==> src/rtl/ddr2_ctrl_pkg.sv <==
`default_nettype none
// +------------------------------------------------------------------+
// | ddr2_ctrl_pkg : shared types/constants for the DDR-II B4 SRAM    |
// |                 controller (states, burst geometry, beat slice)  |
// | Revision 1.0                                                     |
// +------------------------------------------------------------------+
package ddr2_ctrl_pkg;

    localparam int BURST_LEN  = 4;
    localparam int TURN_BEATS = 2;

    typedef enum logic [2:0] {
        ST_IDLE  = 3'd0,
        ST_TURN  = 3'd1,
        ST_CMD   = 3'd2,
        ST_GAP   = 3'd3,
        ST_WDAT  = 3'd4,
        ST_RLAT  = 3'd5,
        ST_RDAT  = 3'd6,
        ST_RDONE = 3'd7
    } ctrl_state_t;

    // LSB position of beat 'beat' inside a packed burst of 'width'-bit beats
    function automatic int beat_lsb(input int beat, input int width);
        return beat * width;
    endfunction

endpackage
`default_nettype wire

==> src/rtl/ddr2_rd_capture.sv <==
`default_nettype none
// +------------------------------------------------------------------+
// | ddr2_rd_capture : read-latency counter, 4-beat read assembly and |
// |                   optional echo-clock check (DDR2_CTRL_CQ_CHECK_EN)|
// | Revision 1.0                                                     |
// +------------------------------------------------------------------+
module ddr2_rd_capture
    import ddr2_ctrl_pkg::*;
#(
    parameter int DATA_BITS = 36,
    parameter int READ_LAT  = 3
) (
    input  logic                           clk,
    input  logic                           rst_b,
    input  logic                           rd_start,
    input  logic [DATA_BITS-1:0]           dq_in,
    input  logic                           cq,
    output logic                           lat_done,
    output logic                           cap_last,
    output logic                           rd_valid,
    output logic [BURST_LEN*DATA_BITS-1:0] rd_data,
    output logic                           cq_err
);

    localparam int CNT_W = $clog2(READ_LAT + BURST_LEN);
    localparam logic [CNT_W-1:0] c_one   = CNT_W'(1);
    localparam logic [CNT_W-1:0] c_pre   = CNT_W'(READ_LAT - 1);
    localparam logic [CNT_W-1:0] c_first = CNT_W'(READ_LAT);
    localparam logic [CNT_W-1:0] c_last  = CNT_W'(READ_LAT + BURST_LEN - 1);

    // r_cnt counts beats since the read command beat; 0 means idle
    logic [CNT_W-1:0]                         r_cnt;
    logic [BURST_LEN-2:0][DATA_BITS-1:0]      r_buf;
    logic                                     w_window;
    logic [1:0]                               w_slot;

    assign w_window = (r_cnt >= c_first);
    assign w_slot   = 2'(r_cnt - c_first);
    assign lat_done = (r_cnt == c_pre);
    assign cap_last = (r_cnt == c_last);

    always_ff @(posedge clk or negedge rst_b) begin
        if (!rst_b) begin
            r_cnt    <= '0;
            r_buf    <= '0;
            rd_valid <= 1'b0;
            rd_data  <= '0;
        end else begin
            rd_valid <= 1'b0;
            if (rd_start) begin
                r_cnt <= c_one;
            end else if (r_cnt != '0) begin
                r_cnt <= cap_last ? '0 : r_cnt + c_one;
            end
            if (w_window && !cap_last) begin
                r_buf[w_slot] <= dq_in;
            end
            if (cap_last) begin
                rd_data  <= {dq_in, r_buf};
                rd_valid <= 1'b1;
            end
        end
    end

`ifdef DDR2_CTRL_CQ_CHECK_EN
    logic r_cq_prev;

    // CQ toggles once per beat; a repeated level inside the window is an error
    always_ff @(posedge clk or negedge rst_b) begin
        if (!rst_b) begin
            r_cq_prev <= 1'b0;
            cq_err    <= 1'b0;
        end else begin
            r_cq_prev <= cq;
            if (w_window && (cq == r_cq_prev)) begin
                cq_err <= 1'b1;
            end
        end
    end
`else
    logic w_unused_cq;
    assign w_unused_cq = cq;
    assign cq_err      = 1'b0;
`endif

endmodule
`default_nettype wire

==> src/rtl/ddr2_b4_sram_ctrl.sv <==
`default_nettype none
// +------------------------------------------------------------------+
// | ddr2_b4_sram_ctrl : burst-of-4 common-I/O DDR-II SRAM initiator  |
// |   optional echo-clock check via DDR2_CTRL_CQ_CHECK_EN            |
// | Revision 1.0                                                     |
// +------------------------------------------------------------------+
module ddr2_b4_sram_ctrl
    import ddr2_ctrl_pkg::*;
#(
    parameter int ADDR_BITS = 18,
    parameter int DATA_BITS = 36,
    parameter int BWN       = 4,
    parameter int READ_LAT  = 3
) (
    input  logic                           clk,
    input  logic                           rst_b,
    input  logic                           req_valid,
    output logic                           req_ready,
    input  logic                           req_rd,
    input  logic [ADDR_BITS-1:0]           req_addr,
    input  logic [BURST_LEN*DATA_BITS-1:0] req_wdata,
    input  logic [BURST_LEN*BWN-1:0]       req_bw_b,
    output logic                           rd_valid,
    output logic [BURST_LEN*DATA_BITS-1:0] rd_data,
    output logic                           k,
    output logic                           k_b,
    output logic                           c,
    output logic                           c_b,
    output logic [ADDR_BITS-1:0]           sa,
    output logic                           rw_b,
    output logic                           ld_b,
    output logic [BWN-1:0]                 bw_b,
    output logic [DATA_BITS-1:0]           dq_out,
    output logic                           dq_oe,
    input  logic [DATA_BITS-1:0]           dq_in,
    input  logic                           cq,
    output logic                           cq_err,
    output logic                           doff_b
);

    localparam logic [1:0] c_turn_last  = 2'(TURN_BEATS - 1);
    localparam logic [1:0] c_beat_last  = 2'(BURST_LEN - 1);
    localparam logic [1:0] c_beat_penul = 2'(BURST_LEN - 2);

    ctrl_state_t                    r_state;
    logic                           r_phase;
    logic [1:0]                     r_beat;
    logic                           r_rd;
    logic                           r_last_rd;
    logic [ADDR_BITS-1:0]           r_addr;
    logic [BURST_LEN*DATA_BITS-1:0] r_wdata;
    logic [BURST_LEN*BWN-1:0]       r_bw;
    logic [1:0]                     w_next_beat;
    logic                           w_accept;
    logic                           w_rd_start;
    logic                           w_lat_done;
    logic                           w_cap_last;

    assign w_next_beat = r_beat + 2'd1;
    assign w_accept    = req_valid && req_ready;
    assign w_rd_start  = (r_state == ST_CMD) && r_rd;

    // req_ready is only ever raised for a beat whose successor is a K-rise
    always_ff @(posedge clk or negedge rst_b) begin
        if (!rst_b) begin
            r_state   <= ST_IDLE;
            r_phase   <= 1'b0;
            r_beat    <= '0;
            r_rd      <= 1'b0;
            r_last_rd <= 1'b0;
            r_addr    <= '0;
            r_wdata   <= '0;
            r_bw      <= '0;
            k         <= 1'b1;
            k_b       <= 1'b0;
            c         <= 1'b1;
            c_b       <= 1'b0;
            sa        <= '0;
            rw_b      <= 1'b1;
            ld_b      <= 1'b1;
            bw_b      <= '1;
            dq_out    <= '0;
            dq_oe     <= 1'b0;
            req_ready <= 1'b0;
            doff_b    <= 1'b0;
        end else begin
            r_phase   <= ~r_phase;
            k         <= ~k;
            k_b       <= ~k_b;
            c         <= ~c;
            c_b       <= ~c_b;
            doff_b    <= 1'b1;
            ld_b      <= 1'b1;
            rw_b      <= 1'b1;
            bw_b      <= '1;
            dq_out    <= '0;
            dq_oe     <= 1'b0;
            req_ready <= 1'b0;
            if (w_accept) begin
                r_rd      <= req_rd;
                r_last_rd <= req_rd;
                r_addr    <= req_addr;
                r_wdata   <= req_wdata;
                r_bw      <= req_bw_b;
                if (!req_rd && r_last_rd) begin
                    r_state <= ST_TURN;
                    r_beat  <= '0;
                end else begin
                    r_state <= ST_CMD;
                    ld_b    <= 1'b0;
                    rw_b    <= req_rd;
                    sa      <= req_addr;
                end
            end else begin
                case (r_state)
                    ST_IDLE: begin
                        req_ready <= ~r_phase;
                    end
                    ST_TURN: begin
                        if (r_beat == c_turn_last) begin
                            r_state <= ST_CMD;
                            ld_b    <= 1'b0;
                            rw_b    <= r_rd;
                            sa      <= r_addr;
                        end else begin
                            r_beat <= w_next_beat;
                        end
                    end
                    ST_CMD: begin
                        r_state <= r_rd ? ST_RLAT : ST_GAP;
                    end
                    ST_GAP: begin
                        r_state <= ST_WDAT;
                        r_beat  <= '0;
                        dq_oe   <= 1'b1;
                        dq_out  <= DATA_BITS'(r_wdata >> beat_lsb(0, DATA_BITS));
                        bw_b    <= BWN'(r_bw >> beat_lsb(0, BWN));
                    end
                    ST_WDAT: begin
                        if (r_beat == c_beat_last) begin
                            r_state   <= ST_IDLE;
                            req_ready <= ~r_phase;
                        end else begin
                            r_beat    <= w_next_beat;
                            dq_oe     <= 1'b1;
                            dq_out    <= DATA_BITS'(r_wdata >> beat_lsb(int'(w_next_beat), DATA_BITS));
                            bw_b      <= BWN'(r_bw >> beat_lsb(int'(w_next_beat), BWN));
                            req_ready <= (r_beat == c_beat_penul) && ~r_phase;
                        end
                    end
                    ST_RLAT: begin
                        if (w_lat_done) begin
                            r_state <= ST_RDAT;
                        end
                    end
                    ST_RDAT: begin
                        if (w_cap_last) begin
                            r_state   <= ST_RDONE;
                            req_ready <= ~r_phase;
                        end
                    end
                    ST_RDONE: begin
                        r_state   <= ST_IDLE;
                        req_ready <= ~r_phase;
                    end
                    default: begin
                        r_state <= ST_IDLE;
                    end
                endcase
            end
        end
    end

    ddr2_rd_capture #(
        .DATA_BITS (DATA_BITS),
        .READ_LAT  (READ_LAT)
    ) u_rd_capture (
        .clk      (clk),
        .rst_b    (rst_b),
        .rd_start (w_rd_start),
        .dq_in    (dq_in),
        .cq       (cq),
        .lat_done (w_lat_done),
        .cap_last (w_cap_last),
        .rd_valid (rd_valid),
        .rd_data  (rd_data),
        .cq_err   (cq_err)
    );

endmodule
`default_nettype wire

==> config.mk <==
export PLATFORM = sky130hd
export DESIGN_NAME = ddr2_b4_sram_ctrl
export DESIGN_NICKNAME = d
export VERILOG_FILES = /design/src/rtl/ddr2_ctrl_pkg.sv /design/src/rtl/ddr2_rd_capture.sv /design/src/rtl/ddr2_b4_sram_ctrl.sv
export SDC_FILE = /design/constraint.sdc
export NUM_CORES = 1
export LEC_CHECK = 0
export CAP_MARGIN = 20
export CORE_MARGIN = 10
export CORE_UTILIZATION = 40
export DETAILED_ROUTE_END_ITERATION = 10
export PLACE_DENSITY = 0.68
export SYNTH_ARGS = -nofsm -noshare
export SYNTH_HDL_FRONTEND = slang
export SYNTH_SLANG_ARGS = --single-unit
==> constraint.sdc <==
create_clock -name clk -period 2.25 [get_ports clk]
set_input_delay 0.675 -clock clk [delete_from_list [all_inputs] [get_ports clk]]
set_output_delay 0.675 -clock clk [all_outputs]
set_load 0.01 [all_outputs]
After elaboration in Yosys (flattened, before gate mapping)
Cells that the tools add are included.
{"block": "word_totals", "mem_count": 0, "word_cells": 123, "ff_bits": 508, "latch_bits": 0, "mem_bits_rw": 0, "mem_bits_ro": 0, "input_bits": 219, "out_inout_bits": 213}
{"block": "op_classes", "n_eq_ne": 20, "bitwise_logic": 5, "mux": 45, "shift": 2, "div": 0, "n_lt_le_gt_ge": 3, "multipliers": 1, "n_reduce_logical": 19, "add_sub_neg": 3}
{"operator": "144-bit by 8-bit right shift with 36-bit output", "count": 1}
{"operator": "108-bit bitwise mux", "count": 1}
{"operator": "36-bit two-way mux", "count": 3}
{"operator": "36-bit demux with 2-bit select", "count": 1}
{"operator": "18-bit two-way mux", "count": 4}
{"operator": "36-bit case mux with 2 select lines", "count": 1}
{"operator": "3-bit two-way mux", "count": 9}
{"operator": "3-bit case mux with 7 select lines", "count": 1}
{"operator": "16-bit by 4-bit right shift with 4-bit output", "count": 1}
{"operator": "3-bit equality test, second input constant", "count": 5}
{"operator": "1-bit two-way mux", "count": 14}
{"operator": "3-bit inequality test, second input constant", "count": 4}
{"operator": "2-bit two-way mux", "count": 5}
{"operator": "3-bit by 2-bit equality test with 1-bit output, second input constant", "count": 3}
{"operator": "4-bit two-way mux", "count": 2}
{"operator": "4-bit case mux with 2 select lines", "count": 1}
{"operator": "8-bit nonzero test", "count": 1}
{"operator": "1-bit logical AND", "count": 6}
{"operator": "2-bit by 4-bit multiplier with 6-bit output, second input constant", "count": 1}
{"operator": "3-bit by 2-bit inequality test with 1-bit output, second input constant", "count": 2}
{"operator": "2-bit case mux with 3 select lines", "count": 1}
{"operator": "2-bit nonzero test", "count": 3}
{"operator": "1-bit inverter", "count": 5}
{"operator": "5-bit AND reduction", "count": 1}
{"operator": "other kinds (20)", "count": 22}

Logic depth before layout (Yosys ltp)
Gate-level depths: netlist of the first run.
{"block": "depth", "ltp_word": 6, "ltp_mapped": 9, "ltp_nobuf": 6}

Modules after synthesis
From an unflattened synthesis of the first run, not the netlist that was laid out.
{"block": "unflattened", "cells_unflattened": 1531, "area_unflattened_um2": 20333.3}
{"mod": "ddr2_b4_sram_ctrl", "instances": 1, "cells_each": 979, "area_each_um2": 10563.9}
{"mod": "ddr2_rd_capture", "instances": 1, "cells_each": 552, "area_each_um2": 9769.4}

Worst setup path before layout of the first run
No wires, ideal clock.
{"block": "synth_timing", "path_type": "register -> register", "startpoint": "register r_beat[0]", "endpoint": "register dq_out[25]", "path_slack_ps": -18, "path_stages_with_launch": 9, "t_arrival_ps": 2147, "synth_period_minus_slack_ps": 2268, "required_time_ps": 2129, "setup_time_ps": 121, "path_cell_list": "dfrtp_1 buf_2 buf_4 inv_1 ha_1 buf_2 clkbuf_1 mux4_2 a22o_2"}
{"block": "synth_between", "elab_chain_cells": 6}
{"element": "start: declaration", "line": "ddr2_b4_sram_ctrl.sv:47", "source": "logic [1:0] r_beat;"}
{"element": "start signal: assignment", "line": "ddr2_b4_sram_ctrl.sv:126", "source": "r_beat <= w_next_beat;"}
{"element": "start signal: assignment", "line": "ddr2_b4_sram_ctrl.sv:144", "source": "r_beat <= w_next_beat;"}
{"element": "2-bit by 1-bit adder with 2-bit output", "line": "ddr2_b4_sram_ctrl.sv:59", "source": "assign w_next_beat = r_beat + 2'd1;"}
{"element": "2-bit by 4-bit multiplier with 6-bit output", "line": "ddr2_ctrl_pkg.sv:25", "source": "return beat * width;"}
{"element": "144-bit by 8-bit right shift with 36-bit output", "line": "ddr2_b4_sram_ctrl.sv:146", "source": "dq_out <= DATA_BITS'(r_wdata >> beat_lsb(int'(w_next_beat), DATA_BITS));"}
{"element": "36-bit two-way mux *", "line": "ddr2_b4_sram_ctrl.sv:140", "source": "if (r_beat == c_beat_last) begin"}
{"element": "36-bit case mux with 2 select lines *", "line": "ddr2_b4_sram_ctrl.sv:115", "source": "case (r_state)"}
{"element": "36-bit two-way mux *", "line": "ddr2_b4_sram_ctrl.sv:99", "source": "if (w_accept) begin"}
{"element": "end signal: assignment", "line": "ddr2_b4_sram_ctrl.sv:136", "source": "dq_out <= DATA_BITS'(r_wdata >> beat_lsb(0, DATA_BITS));"}
{"element": "end signal: assignment", "line": "ddr2_b4_sram_ctrl.sv:146"}
{"element": "end: declaration", "line": "ddr2_b4_sram_ctrl.sv:33", "source": "output logic [DATA_BITS-1:0] dq_out,"}
Every way passes the cells marked *; elsewhere a longest branch is shown, timed or not.
A chain may end at the register's enable or synchronous reset.

Worst setup path after layout of the first run
{"block": "layout_timing", "startpoint": "register u_rd_capture.rd_data[77]", "endpoint": "output port rd_data[77]"}
{"element": "start: declaration", "line": "ddr2_rd_capture.sv:21", "source": "output logic [BURST_LEN*DATA_BITS-1:0] rd_data,"}
{"element": "start signal: assignment", "line": "ddr2_rd_capture.sv:59", "source": "rd_data <= {dq_in, r_buf};"}
{"element": "end: declaration", "line": "ddr2_b4_sram_ctrl.sv:24", "source": "output logic [BURST_LEN*DATA_BITS-1:0] rd_data,"}
No word-level cell between the ends.

==> results.yml, run 1 <==
place:
  place_congestion: 0.836
  pre_cts_slack_ns: -0.240
  dp_cells: 2961
  numPortBuffers: 429
  post-dp-hpwl_um: 41100
clocking:
  clk_pin_slew_ns: 0.06
  cts_tree: "yes"
  cts_made_buffers: 55
  cts.path.max_buffers: 3
  root_buffer: "clkbuf_16"
  clock-sinks: 508
  cts_setup_buffers: 0
  ctsHtreeMaxLevel: 2
  insertion_delay_ns: 0.60
sta:
  fin_worst_skew_ns: 0.0247
  timing.hold.ws_ns: 0.414
  timing_hold_violations_final: 0
  setup-tns-final_ns: 0
  finalSetupViolations: 0
  tightest_slew_ns: 0.815
  slew_headroom: 0.456
  post-route-period-util: 0.982
  period_needed_ns: 2.21
  finalWorstSetupSlack_ns: 0.0400
  fmax_ghz: 0.452
  drv_slew: 0
grt:
  grt_usage: 0.194
  grt_max_degree: 132
  grt_pass1_vias: 15600
  grt_first_pass_wirelength_um: 92100
  antenna_found_initial: 8
  grt_overflow: 0
power:
  cellLeakagePower_nw: 13.5
  p_per_area_nw_per_um2: 1420
  vdd_drop_max_mv: 0.841
cells_and_area:
  fillCellCount: 4404
  syn_to_final_growth_pct: 35.0
  num-nets-final: 2569
  drive_gt1_frac: 0.132
  layout_commonest_cell: "nand2_1"
  final_cells: 3064
  final_cell_mix: "nand2_1, dfrtp_1, clkdlybuf4s50_1, mux2_2, clkbuf_16"
  multiInputGateArea_um2: 6890
  seq_area_um2: 12700
worst_setup_path:
  crit_path_end_kind: "output port"
  cp.depth: 1
  cp_cell_sequence: "clkdlybuf4s50_1"
  reg2reg_depth: 5
  path_buf_inv: 1
  startpoint_type: "flip-flop"
  critPathTopFamily: "buffers and inverters"
  required_ns: 1.57
  criticalPathCategory: "flip-flop to output port"
  slowest_stage: "clkdlybuf4s50_1"
  crit_fanout: 2
  crit_arrival_ns: 1.53
  max_stage_delay_ns: 0.60
logic_synthesis:
  syn_inst: 1923
  synth_area_um2: 20200
  synth-edff-count: 0
  ys_seq_area_frac: 0.629
  ys.flop_type: "dfrtp_1"
  syn_nets: 2145
  async_flop_share: 1.00
  syn_area_per_cell_um2: 10.5
  ys_warn_count: 0
  synth_cell_types: 50
  synth-seq-cells: 508
floorplanning:
  fp.coreArea_um2: 50100
  die_w_um: 245
  die_h_um: 245
  initial_core_util: 0.404
  rows: 82
  ioPinCount: 432
  dieArea_um2: 59900
status:
  status: "finished, final reports clean"
routing:
  drcViolationCount: 0
  ant_nets: 0
  num_vias: 15000
  wl_per_cell_um: 19.3
  drt_pass1_iterations: 7
  via_per_inst: 4.88
  drt_iter0_markers: 924
  routed_wl_um: 59100
run:
  maxCapViolations: 0
min_path:
  hold_depth: 1
  hold_path.class: "flip-flop to flip-flop"
registers in the layout (all words and copies together), names as in the netlist, 2 cells and up:
signal and count:
bw_b 4, dq_out 36, r_addr 18, r_beat 2, r_bw 16, r_state 3
r_wdata 144, sa 18, u_rd_capture.r_buf 108, u_rd_capture.r_cnt 3, u_rd_capture.rd_data 144
layout make-up:
cell class,count,share of cell area
Antenna cell,5,0.000458
Clock buffer,82,0.0582
Clock inverter,15,0.00843
Inverter,32,0.00449
Multi-Input combinational cell,1276,0.252
Sequential cell,508,0.466
Tap cell,672,0.0308
Timing Repair Buffer,474,0.179
through the flow:
step / total power [mW] / area [µm²] / utilization
after floorplan: 23.3 / 20200 / -
after global placement: 29.6 / 25400 / 0.508
after global routing: 41.2 / 27300 / 0.545
after CTS: 39.2 / 27200 / 0.544
final: 38.7 / 27300 / 0.545
after detailed placement: 30.1 / 25500 / 0.509
cells by family after synthesis:
kind of cell | after synthesis | share of synthesized area
adders and majority gates | 3 | 0.00186
and+or+nand+nor | 1016 | 0.194
AOI/OAI and AO/OA | 103 | 0.0381
DFF | 508 | 0.629
other | 2 | 0.000371
muxes | 150 | 0.103
xor gates and xnor gates | 2 | 0.000866
buffers and inverters | 139 | 0.0322
synth_stat cells (6+ instances only):
cell / count / share of area
nor2_1: 8 / 0.0015
inv_1: 32 / 0.0059
dfstp_2: 8 / 0.010
o22ai_1: 20 / 0.0062
dfrtp_1: 500 / 0.62
mux4_2: 36 / 0.040
nor2b_1: 7 / 0.0022
mux2i_1: 6 / 0.0030
a22o_1: 17 / 0.0074
clkbuf_1: 31 / 0.0058
buf_2: 59 / 0.015
nand2_1: 978 / 0.18
mux2_2: 108 / 0.060
buf_1: 9 / 0.0017
a22o_2: 19 / 0.0094
a21oi_1: 26 / 0.0064
where the power goes:
part	leakage (nW)	internal (mW)	switching, mW
sequential	6.24	13.4	2.34
combinational	6.35	7.08	6.84
clock	0.878	5.44	3.66
total	13.5	25.9	12.8
what timing repair did:
item                                   in CTS  in global routing
hold buffers                                1                  0
resized for setup                          54                 18
setup endpoints to repair                  54                 18
endpoints found under the hold margin      24                  0
pin swaps                                   0                  0
worst paths after layout:
| check | from | endpoint | slack (ns) |
|---|---|---|---|
| worst max-delay path | u_rd_capture.rd_data[77]$_DFFE_PN0N_ | rd_data[77] | 0.04 |
| worst min-delay path | k_b$_DFF_PN0_ | k_b$_DFF_PN0_ | 0.41 |
| worst max register to register | r_beat[0]$_DFFE_PN0P_ | sa[10]$_DFFE_PN0P_ | 0.17 |
| worst min register to register | k_b$_DFF_PN0_ | k_b$_DFF_PN0_ | 0.41 |
| max in group asynchronous | rst_b | u_rd_capture.r_buf[49]$_DFFE_PN0P_ | 0.96 |
| min in group asynchronous | rst_b | r_wdata[73]$_DFFE_PN0P_ | 0.55 |
layer usage:
metal	track usage	vias to the layer above	part of all wire
li1	-	7002	-
met1	0.242	7493	0.41
met2	0.329	363	0.51
met3	0.0396	96	0.056
met4	0.0683	6	0.029
met5	0	-	0.00078
Note: power is estimated with default switching activity, not from simulation.
==> inputs of run 2 (changes only) <==
--- a/config.mk
+++ b/config.mk
@@ -7,9 +7,10 @@
 export LEC_CHECK = 0
 export CAP_MARGIN = 20
 export CORE_MARGIN = 10
-export CORE_UTILIZATION = 40
+export CORE_UTILIZATION = 44
 export DETAILED_ROUTE_END_ITERATION = 10
-export PLACE_DENSITY = 0.68
+export PLACE_DENSITY = 0.73
+export REMOVE_ABC_BUFFERS = 1
 export SYNTH_ARGS = -nofsm -noshare
 export SYNTH_HDL_FRONTEND = slang
 export SYNTH_SLANG_ARGS = --single-unit
==> results.yml, run 2 (synthesis results as in run 1) <==
status:
  status: "finished, final reports clean"
power:
  switchingPower_mw: 12.7
  power_frac_seq: 0.410
  p_per_area_nw_per_um2: 1410
  vdd_drop_max_mv: 0.748
  p_int_mw: 25.8
  cellLeakagePower_nw: 13.6
  share_clk_of_total_power: 0.229
  p_comb_frac: 0.361
  swShare: 0.330
floorplanning:
  initial_core_util: 0.446
  rows: 78
  fp.coreArea_um2: 45400
  die_h_um: 234
  dieArea_um2: 54900
  die_w_um: 234
  ioPinCount: 432
sta:
  fin_worst_skew_ns: 0.0184
  drv_slew: 0
  slew_headroom: 0.486
  rsz0062_at_grt: "false"
  tightest_slew_ns: 0.771
  timing_hold_violations_final: 0
  fmax_ghz: 0.453
  period_needed_ns: 2.21
  post-route-period-util: 0.981
  finalSetupViolations: 0
clocking:
  insertion_delay_ns: 0.59
  ctsHtreeMaxLevel: 2
  clock-sinks: 508
  root_buffer: "clkbuf_16"
  cts_tree: "yes"
  cts_made_buffers: 51
  clk_pin_slew_ns: 0.06
  cts.path.max_buffers: 3
worst_setup_path:
  crit_path_end_kind: "output port"
  required_ns: 1.57
  criticalPathCategory: "flip-flop to output port"
  reg2reg_depth: 6
  slowest_stage: "clkdlybuf4s50_1"
  reg2reg_from: "r_beat[0]$_DFFE_PN0P_"
  crit_arrival_ns: 1.53
  startpoint_type: "flip-flop"
  rrSetupSlack_ns: 0.19
  critPathTopFamily: "buffers and inverters"
  crit_fanout: 2
  r2r_end: "sa[15]$_DFFE_PN0P_"
  cp_cell_sequence: "clkdlybuf4s50_1"
  max_stage_delay_ns: 0.56
  path_buf_inv: 1
min_path:
  min_to: "k_b$_DFF_PN0_"
  hold_path.class: "flip-flop to flip-flop"
  min_from: "k_b$_DFF_PN0_"
  hold_depth: 1
grt:
  grt_first_pass_wirelength_um: 87900
  grt_pass1_vias: 15800
  grt_max_degree: 145
  grt_usage: 0.202
  grt_overflow: 0
  antenna_found_initial: 2
cells_and_area:
  reg_top3: "r_wdata: 144 flops, u_rd_capture.rd_data: 144 flops, u_rd_capture.r_buf: 108 flops"
  final_cells: 2998
  syn_to_final_growth_pct: 34.7
  num-nets-final: 2577
  final_area_um2: 27200
  final_cell_mix: "nand2_1, dfrtp_1, clkdlybuf4s50_1, mux2_2, clkbuf_16"
  drive_gt1_frac: 0.140
  post-route-util: 0.600
  fillCellCount: 3630
  layout_commonest_cell: "nand2_1"
routing:
  num_vias: 15200
  routed_wl_um: 56200
  drt_pass1_iterations: 5
  drt_iter0_markers: 1263
  drcViolationCount: 0
  via_per_inst: 5.08
  wl_per_cell_um: 18.7
  ant_nets: 0
place:
  dp_cells: 2901
  placed_area_um2: 25400
  place_congestion: 0.868
  post-dp-hpwl_um: 39000
  numPortBuffers: 429
run:
  maxCapViolations: 0
==> run 2: cell types whose count changed in the layout (fill, tap and decap cells not counted), sizes merged <==
cell	previous run	this run
buf	45	57
bufinv	5	4
clkbuf	82	77
clkdlybuf4s50	357	373
diode	5	2
clkinvlp	3	1
clkinv	5	10
dlygate4sd2	54	25
dlymetal6s2s	17	30
==> run 2: per-stage QoR <==
step | hold WS [ns] | TNS [ns] | setup slack, ns | power [mW]
floorplan | 0.379 | -1122.73 | -4.42 | 23.2
global route | 0.432 | 0 | 0.000560 | 40.9
detailed placement | 0.410 | -0.772 | -0.0412 | 30.1
CTS | 0.420 | 0 | 0.000842 | 39.0
global placement | 0.406 | -0.602 | -0.0314 | 29.5
finish | 0.418 | 0 | 0.0431 | 38.5
==> run 2: worst reg2reg max path: cells and delay by family, from the launching register on <==
kind / cells / cell delay (ns)
AND/OR/NAND/NOR: 2 / 0.62
flip-flops: 1 / 0.38
AO/OA/AOI/OAI: 2 / 0.36
buffers and inverters: 1 / 0.33
adder cells (fa/ha/maj): 1 / 0.26
==> run 2: layer usage <==
layer  routed length, µm  vias up  part of all wire  global-route usage
li1                    -     7028                 -                   -
met1               24300     7565              0.43               0.267
met2               26300      557              0.47               0.327
met3                4520       73             0.080              0.0544
met4                1070        2             0.019              0.0475
met5                  15        -           0.00027                   0
==> run 2: repair_timing <==
item,4_1_cts,5_1_grt
hold buffers,1,0
setup buffers,0,0
endpoints found under the setup margin,25,30
endpoints found under the hold margin,23,0
resized for setup,26,30
==> run 2: power groups by stage <==
stage	logic, mW	registers, mW	clock network (mW)
after floorplan	7.08	16.1	0
after global placement	13.8	15.7	0
after detailed placement	14.2	15.9	0
after CTS	14.2	15.8	8.99
after global routing	15.3	16.3	9.36
final	13.9	15.8	8.82
==> run 2: area by class of cell <==
class / instances / area (µm²) / area share
clock inverter: 17 / 214 / 0.00786
tap: 600 / 751 / 0.0276
inverter: 32 / 123 / 0.00450
sequential: 508 / 12700 / 0.467
timing repair buffer: 486 / 4970 / 0.183
antenna: 2 / 5.00 / 0.000184
clock buffer: 77 / 1570 / 0.0575
multi-input combinational: 1276 / 6880 / 0.252
==> run 2: how the worst max path moves through the flow <==
stage                                end                            startpoint  slack, ns  depth (start not counted)
floorplan            req_ready$_DFF_PN0_     u_rd_capture.r_cnt[0]$_DFFE_PN0P_      -4.42                          5
global placement    dq_out[25]$_DFF_PN0_                             req_valid      -0.03                          4
detailed placement    sa[11]$_DFFE_PN0P_                             req_valid      -0.04                          6
CTS                           rd_data[6]   u_rd_capture.rd_data[6]$_DFFE_PN0N_     0.0008                          1
global route                 rd_data[26]  u_rd_capture.rd_data[26]$_DFFE_PN0N_     0.0006                          1
finish                       rd_data[77]  u_rd_capture.rd_data[77]$_DFFE_PN0N_       0.04                          1
